File: src/rtl/dac_output_sequencer.sv
// DAC output sequencer: takes one of two sample sources, ramps the DAC
// outputs up to it, tracks it while running, and ramps back to zero
// before the source is switched or the DAC is released.
// The per-cycle output change is limited by 'step'. A step of 0 disables
// that limit, so the output follows the target directly.
module dac_output_sequencer #(
    parameter int DATA_WIDTH = 14,
    parameter int STEP_WIDTH = 14
) (
    input  logic                  aclk,
    input  logic                  reset,
    input  logic                  enable,
    input  logic                  src_sel,
    input  logic [DATA_WIDTH-1:0] src0_a,
    input  logic [DATA_WIDTH-1:0] src0_b,
    input  logic [DATA_WIDTH-1:0] src1_a,
    input  logic [DATA_WIDTH-1:0] src1_b,
    input  logic                  src0_valid,
    input  logic                  src1_valid,
    input  logic [STEP_WIDTH-1:0] step,
    input  logic                  m_axis_tready,
    output logic [DATA_WIDTH-1:0] output_a,
    output logic [DATA_WIDTH-1:0] output_b,
    output logic                  m_axis_tvalid,
    output logic [1:0]            state,
    output logic                  active_sel
);

    // The arithmetic width holds a sign-extended sample or a zero-extended
    // step, with room for one add or subtract.
    localparam int CW = ((DATA_WIDTH > STEP_WIDTH) ? DATA_WIDTH : STEP_WIDTH) + 2;

    typedef enum logic [1:0] {
        ST_OFF       = 2'd0,
        ST_RAMP_UP   = 2'd1,
        ST_RUN       = 2'd2,
        ST_RAMP_DOWN = 2'd3
    } state_t;

    state_t                  state_q, state_d;
    logic [DATA_WIDTH-1:0]   out_a_q, out_a_d;
    logic [DATA_WIDTH-1:0]   out_b_q, out_b_d;
    logic                    sel_q, sel_d;
    logic [DATA_WIDTH-1:0]   tgt_a, tgt_b;
    logic                    drop;

    // These signals describe the source that owns the DAC, and the source
    // that is currently requested.
    wire                  act_valid = sel_q ? src1_valid : src0_valid;
    wire [DATA_WIDTH-1:0] act_a     = sel_q ? src1_a : src0_a;
    wire [DATA_WIDTH-1:0] act_b     = sel_q ? src1_b : src0_b;
    wire                  req_valid = src_sel ? src1_valid : src0_valid;

    // Move cur toward tgt by at most stp. The difference is computed one
    // bit wider than a sample, so a full-scale swing cannot wrap. The
    // result never passes the target.
    function automatic logic [DATA_WIDTH-1:0] slew(
        input logic [DATA_WIDTH-1:0] cur,
        input logic [DATA_WIDTH-1:0] tgt,
        input logic [STEP_WIDTH-1:0] stp
    );
        logic signed [DATA_WIDTH:0] diff;
        logic        [DATA_WIDTH:0] mag;
        logic signed [CW-1:0]       cur_x;
        logic signed [CW-1:0]       stp_x;
        logic signed [CW-1:0]       sum;
        logic        [DATA_WIDTH-1:0] res;
        diff  = $signed({tgt[DATA_WIDTH-1], tgt}) - $signed({cur[DATA_WIDTH-1], cur});
        mag   = diff[DATA_WIDTH] ? -diff : diff;
        cur_x = CW'($signed(cur));
        stp_x = $signed(CW'(stp));
        sum   = diff[DATA_WIDTH] ? (cur_x - stp_x) : (cur_x + stp_x);
        if (stp == '0 || CW'(mag) <= CW'(stp)) begin
            res = tgt;
        end else begin
            res = sum[DATA_WIDTH-1:0];
        end
        return res;
    endfunction

    // This block computes the next state, the next outputs and the next
    // owning source. When the sink is not ready, everything holds.
    always_comb begin
        // NOTE: every signal gets a default value before the case. Without
        // these defaults, some paths would leave a signal unassigned, and
        // the tool would infer a latch.
        state_d = state_q;
        out_a_d = out_a_q;
        out_b_d = out_b_q;
        sel_d   = sel_q;
        tgt_a   = '0;
        tgt_b   = '0;
        drop    = 1'b0;
        if (m_axis_tready) begin
            case (state_q)
                ST_OFF: begin
                    out_a_d = '0;
                    out_b_d = '0;
                    if (enable && req_valid) begin
                        state_d = ST_RAMP_UP;
                        sel_d   = src_sel;
                    end
                end
                ST_RAMP_UP, ST_RUN: begin
                    drop = !enable || (src_sel != sel_q) || !act_valid;
                    if (!drop) begin
                        tgt_a = act_a;
                        tgt_b = act_b;
                    end
                    out_a_d = slew(out_a_q, tgt_a, step);
                    out_b_d = slew(out_b_q, tgt_b, step);
                    if (drop) begin
                        state_d = ST_RAMP_DOWN;
                    end else if (state_q == ST_RAMP_UP && out_a_d == tgt_a && out_b_d == tgt_b) begin
                        state_d = ST_RUN;
                    end
                end
                ST_RAMP_DOWN: begin
                    // Changes to enable and src_sel are ignored here until
                    // both outputs are back at zero.
                    if (out_a_q == '0 && out_b_q == '0) begin
                        if (enable && req_valid) begin
                            state_d = ST_RAMP_UP;
                            sel_d   = src_sel;
                        end else begin
                            state_d = ST_OFF;
                        end
                    end else begin
                        out_a_d = slew(out_a_q, '0, step);
                        out_b_d = slew(out_b_q, '0, step);
                    end
                end
                default: state_d = ST_OFF;
            endcase
        end
    end

    // This block holds the state register, the output registers and the
    // owning-source register. Reset is synchronous and takes priority.
    always_ff @(posedge aclk) begin
        // NOTE: non-blocking assignments make all registers update
        // together at the edge. Each register therefore sees the previous
        // values of the others, whatever order the statements are in.
        if (reset) begin
            state_q <= ST_OFF;
            out_a_q <= '0;
            out_b_q <= '0;
            sel_q   <= 1'b0;
        end else begin
            state_q <= state_d;
            out_a_q <= out_a_d;
            out_b_q <= out_b_d;
            sel_q   <= sel_d;
        end
    end

    assign output_a      = out_a_q;
    assign output_b      = out_b_q;
    assign m_axis_tvalid = (state_q != ST_OFF);
    assign state         = state_q;
    assign active_sel    = sel_q;

endmodule

File: config.mk
export PLATFORM = sky130hd
export DESIGN_NAME = dac_output_sequencer
export DESIGN_NICKNAME = d
export VERILOG_FILES = /design/src/rtl/dac_output_sequencer.sv
export SDC_FILE = /design/constraint.sdc
export NUM_CORES = 1
export LEC_CHECK = 0
export BUFFER_PORTS_ARGS = -buffer_cell sky130_fd_sc_hd__buf_4
export CAP_MARGIN = 25
export CORE_MARGIN = 2
export CORE_UTILIZATION = 30
export CTS_CLUSTER_SIZE = 16
export DETAILED_ROUTE_END_ITERATION = 7
export PLACE_DENSITY_LB_ADDON = 0.05
export SLEW_MARGIN = 20
export SYNTH_ARGS = -nofsm -noshare
export SYNTH_HDL_FRONTEND = slang
export SYNTH_SLANG_ARGS = --single-unit
File: constraint.sdc
create_clock -name aclk -period 19.1 [get_ports aclk]
set_input_delay 1.91 -clock aclk [delete_from_list [all_inputs] [get_ports aclk]]
set_output_delay 1.91 -clock aclk [all_outputs]
set_load 0.02 [all_outputs]
# Word-level counts from Yosys, hierarchy flattened
# Index checks and enable logic that the tools add are counted.
word_totals:
  regBits: 31
  latch_bits: 0
  mem_bits_rw: 0
  rom_bits: 0
  in_bits: 77
  out_inout_bits: 32
  wordCells: 91
  n_memories: 0
classes:
  add_sub_neg: 12
  mul: 0
  div: 0
  magnitude_cmp: 4
  n_eq_ne: 10
  shifts: 0
  mux: 39
  bitwise_logic: 0
  reduce_logical: 22
ops:
  columns: ["op", "count"]
  rows:
  - ["14-bit two-way mux", 22]
  - ["14-bit one-hot mux with 3 select lines", 2]
  - ["15-bit by 14-bit <= comparator with 1-bit output", 4]
  - ["15-bit two-way mux", 4]
  - ["15-bit negation", 4]
  - ["14-bit zero test", 3]
  - ["1-bit by 14-bit subtractor with 15-bit output (first input constant)", 2]
  - ["14-bit by 14-bit subtractor with 15-bit output", 2]
  - ["14-bit adder", 2]
  - ["14-bit == test", 2]
  - ["14-bit subtractor", 2]
  - ["2-bit two-way mux", 4]
  - ["1-bit logical OR", 6]
  - ["2-bit inequality test (second input constant)", 3]
  - ["2-bit one-hot mux with 3 select lines", 1]
  - ["1-bit two-way mux", 5]
  - ["2-bit == test (second input constant)", 2]
  - ["1-bit logical AND", 4]
  - ["4-bit AND reduction", 1]
  - ["2-bit nonzero test", 2]
  - ["3-bit inequality test (second input constant)", 1]
  - ["3-bit AND reduction", 1]
  - ["2-bit by 1-bit == test with 1-bit output (second input constant)", 1]
  - ["1-bit zero test", 2]
  - ["other kinds (5)", 5]

# Depth between registers and ports, before layout
depth:
  ltp_word: 20
  mapped_depth: 31
  ltp_nobuf: 26

# Worst setup path before layout
# No wires, ideal clock.
synth_timing:
  path_type: "in2reg"
  startpoint: "in src_sel"
  endpoint: "reg state_q[0], in the netlist state[0]"
  setup_ns: 0.121
  arrival_time_ns: 7.384
  required_ns: 18.979
  setup_slack_ns: 11.595
  cell_stages: 28
  path_buffers: 6
  cell_sequence: "nand4bb_1 -> and2_1 -> clkbuf_2 -> buf_2 -> buf_1 -> nor2_1 -> ha_1 -> nand2b_1 -> a21boi_0 -> a31oi_1 -> a21o_1 -> buf_2 -> clkbuf_1 -> buf_1 -> o21ai_0 -> xnor2_1 -> ha_1 -> a211oi_1 -> nand2_1 -> o21ai_0 -> a21boi_0 -> o41ai_1 -> a21oi_1 -> o21ai_0 -> a21oi_1 -> a221o_1 -> o32a_1 -> mux2_4"
synth_via:
  elab_chain_len: 19
  word_cells_on_any_way: 40
  cone_classes: "add/sub (4); order compare (2); eq/ne (5); mux (21); reduce/logical (8)"
synth_lines:
  columns: ["item", "line", "text"]
  rows:
  - ["from (decl)", "13", "input logic src_sel,"]
  - ["1-bit inequality test", "105", "drop = !enable || (src_sel != sel_q) || !act_valid;"]
  - ["1-bit logical OR (2 in a row)", "105", null]
  - ["14-bit two-way mux", "106", "if (!drop) begin"]
  - ["14-bit two-way mux", "95", "case (state_q)"]
  - ["14-bit two-way mux", "94", "if (m_axis_tready) begin"]
  - ["14-bit by 14-bit subtractor with 15-bit output", "68", "diff = $signed({tgt[DATA_WIDTH-1], tgt}) - $signed({cur[DATA_WIDTH-1], cur});"]
  - ["15-bit negation", "69", "mag = diff[DATA_WIDTH] ? -diff : diff;"]
  - ["15-bit two-way mux", "69", null]
  - ["15-bit by 14-bit <= comparator with 1-bit output", "73", "if (stp == '0 || CW'(mag) <= CW'(stp)) begin"]
  - ["1-bit logical OR", "73", null]
  - ["14-bit two-way mux", "73", null]
  - ["14-bit two-way mux", "95", null]
  - ["14-bit two-way mux", "94", null]
  - ["14-bit == test", "114", "end else if (state_q == ST_RAMP_UP && out_a_d == tgt_a && out_b_d == tgt_b) begin"]
  - ["1-bit logical AND (2 in a row)", "114", null]
  - ["3-bit inequality test (no line)", null, null]
  - ["4-bit AND reduction (no line)", null, null]
  - ["to (signal assigned)", "150", "state_q <= state_d;"]
  - ["to (decl)", "40", "state_t state_q, state_d;"]
# Parallel ways exist; a longest one is shown, timed or not. The select of a mux whose other input is x is not followed.
# A chain may end at the register's enable or synchronous reset.

# Worst setup path in the final report
# Same ends and word-level chain as after synthesis.

==> results.md <==
- CP startpoint kind: input pin
- Hold slack final: 0.632 ns
- Buf/Inv on CP: 2
- CTS H-tree lvls: 2
- Ys flop type: dfxtp_1
- Tot GR Track Use: 0.254
- Ant diodes: 0
- DP Cell Count: 1,985
- CP arrival: 8.72 ns
- Hold Fails Final Rpt: 0
- Vias in the first global route: 10,700
- Final global-route overflow total: 0
- Status: complete, no violations
- Via count: 11,400
- Ys async rst share: 0
- Clk sinks: 31
- Die height: 191 µm
- Mapped Nets: 1,704
- CTS Buf Count: 5
- Initial Util: 0.305
- Hold buffers post-CTS: 0
- Slowest stage delay, CP: 0.86 ns
- CP Cell Sequence: buf_4 > nand4bb_1 > and2_1 > buf_4 > nor2_1 > ha_1 > a21oi_1 > o221ai_1 > a31oi_4 > a21o_1 > o21ai_0 > xnor2_1 > ha_1 > a211oi_1 > nand2_1 > o21ai_0 > a21boi_0 > o41ai_1 > a21oi_4 > a221o_1 > o32a_1 > mux2_4
- Power per cell area: 82.0 nW/µm²
- Clock latency on the worst-skew pair: 0.32 ns
- WL final: 47,100 µm
- Setup TNS: 0 ns
- CTS-repair resized insts: 0
- Synthesis-to-finish area growth: 13.0%
- # setup viols final: 0
- Avg WL per Cell: 23.6 µm
- Post-CTS setup buffer count: 0
- Remaining routing DRC violations: 0
- Largest net degree at the start of global routing: 35
- Fmax: 117 MHz
- Core area: 34,500 µm²
- Minimum clock period: 8.52 ns
- Yosys warns: 0
- Layout Cells excl Fill: 1,993
- Reg clk slew, reported paths: 0.07 ns
- Vias per cell: 5.72
- Yosys top cell area share: 0.169
- Count leader, synth: nor2_1
- Rel. slew slack: 0.264
- CTS root buf: clkbuf_16
- Area of the die: 36,500 µm²
- CP top delay family: compound AO/OA/AOI/OAI gates
- Syn Inst Count: 1,479
- Final net count: 1,762
- IO buf count: 108
- Share of cells above drive strength 1: 0.123
- CP max stage cell: o41ai_1
- Maximum vdd drop: 42.8 µV
- Crit end category: register
- Hpwl dp: 36,800 µm
- Initial antenna violation count: 1
- Clk buf depth: 2
- Count of cell types in the netlist: 90
- Final period utilization: 0.446
- Detail Route Antenna Nets: 0
- Max-cap violations: 0
- Seq cells post-synth: 31
- Drt pass-1 iters: 6
- Io pins: 109
- Worst Path Class, Setup: input pin to register
- Avg Synthesized Cell Area: 7.09 µm²
- RSZ-0062 raised after global routing: false
- Req. time, crit path: 19.30 ns
- Synth top cells by count: nor2_1, ha_1, a21oi_1
- First-pass GRT wire length: 68,300 µm
- GPL Wtd Cong: 0.875
- Worst slew pin tran: 1.10 ns
- Hold Path Class: register to register
- Critical Path Fanout Max: 27
- Cell accounting for the most synthesized area: ha_1
- Fin. max-slew vios: 0
- Leak: 5.11 nW
- TritonCTS clock tree: yes
- 1st-iter DRT viols: 959
- Synth Cell Area: 10,500 µm²
- Post-route clock skew: 0.0146 ns
- Num rows: 68
- Top cells by area, synth: ha_1, xnor2_1, dfxtp_1
- Number of enable flip-flop cells after synthesis: 0
- Sequential fraction of the synthesis area: 0.0591
- Die width: 191 µm
-- state kept, by name, summed over array words and instances (netlist names) --
signal	cells
active_sel	1
state	2
output_a	14
output_b	14
-- cells by family (layout without fill, tap and decap cells) --
| kind of cell | count (synthesis) | after routing | synth area share |
|---|---|---|---|
| simple gates | 501 | 501 | 0.233 |
| compound gates | 407 | 407 | 0.257 |
| xor+xnor | 160 | 160 | 0.134 |
| buf+inv | 155 | 214 | 0.0595 |
| fa+ha+maj | 148 | 148 | 0.181 |
| mux | 77 | 77 | 0.0768 |
| flops | 31 | 31 | 0.0591 |
-- path summary, 6_finish.rpt --
kind | start | slack, ns | endpoint | cells after the start
worst max-delay path | src_sel | 10.58 | state[0] | 22
worst max register to register | active_sel | 11.43 | state[0] | 22
worst min register to register | output_b[2] | 0.63 | output_b[2] | 2
worst min-delay path | output_b[2] | 0.63 | output_b[2] | 2
-- area by class of cell --
cell class              instances  area [µm²]
clock buffers                   8         156
fillers                      3769       22600
inverters                      84         315
multi-input cells            1293        9270
flip-flops and latches         31         622
well taps                     455         569
repair buffers                122         916
-- metrics by stage --
stage / util / area (µm²) / worst slack [ns] / power [mW]
finish: 0.344 / 11900 / 10.58 / 0.972
floorplan: - / 10500 / 11.59 / 0.661
global placement: 0.339 / 11700 / 10.49 / 0.868
global route: 0.344 / 11900 / 10.15 / 1.05
CTS: 0.344 / 11800 / 10.67 / 0.970
detailed placement: 0.339 / 11700 / 10.34 / 0.866
-- metal layers --
metal	up-vias	wire length (µm)	GRT usage
met5	-	0	0
li1	5479	-	-
met1	5500	24000	0.390
met3	33	2820	0.0176
met4	0	765	0.0513
met2	384	19500	0.383
-- power by group --
part	internal, mW	switching [mW]	total [mW]
registers	0.0680	0.00863	0.0766
logic	0.321	0.475	0.797
clock network	0.0560	0.0432	0.0992
-- cells in the final DEF (no fill, tap or decap), types with 6 or more instances in the layout --
master / count
or2_2: 10
mux2_2: 24
nand2b_1: 25
buf_4: 122
inv_1: 83
o21bai_1: 8
o21ai_0: 69
nor3_1: 50
o31ai_1: 10
a21o_1: 22
and3_1: 9
a211oi_1: 17
or4_1: 6
nand3b_1: 8
nor4_1: 18
xor2_1: 42
nand4_1: 19
nor2_1: 162
a221oi_1: 17
o211ai_1: 7
and2_1: 8
mux2i_1: 52
o21a_1: 17
ha_1: 142
o2111ai_1: 6
a22oi_1: 8
a31oi_1: 19
nor2b_1: 24
a2111oi_0: 7
nand2_1: 98
xnor2_1: 118
o22ai_1: 18
fa_1: 6
a21oi_1: 122
dfxtp_1: 30
nand3_1: 36
-- worst register-to-register path: stages, from the launching register on --
cell and delay, ns:
dfxtp_2 0.32, buf_4 0.50, nand4_1 0.35, and2_1 0.24, buf_4 0.23, nor2_1 0.40, ha_1 0.39, a21oi_1 0.16
o221ai_1 0.19, a31oi_4 0.24, a21o_1 0.83, o21ai_0 0.28, xnor2_1 0.20, ha_1 0.32, a211oi_1 0.21, nand2_1 0.08
o21ai_0 0.14, a21boi_0 0.10, o41ai_1 0.86, a21oi_4 0.39, a221o_1 0.44, o32a_1 0.38, mux2_4 0.31
No activity file was read; power rests on OpenSTA's default activity.
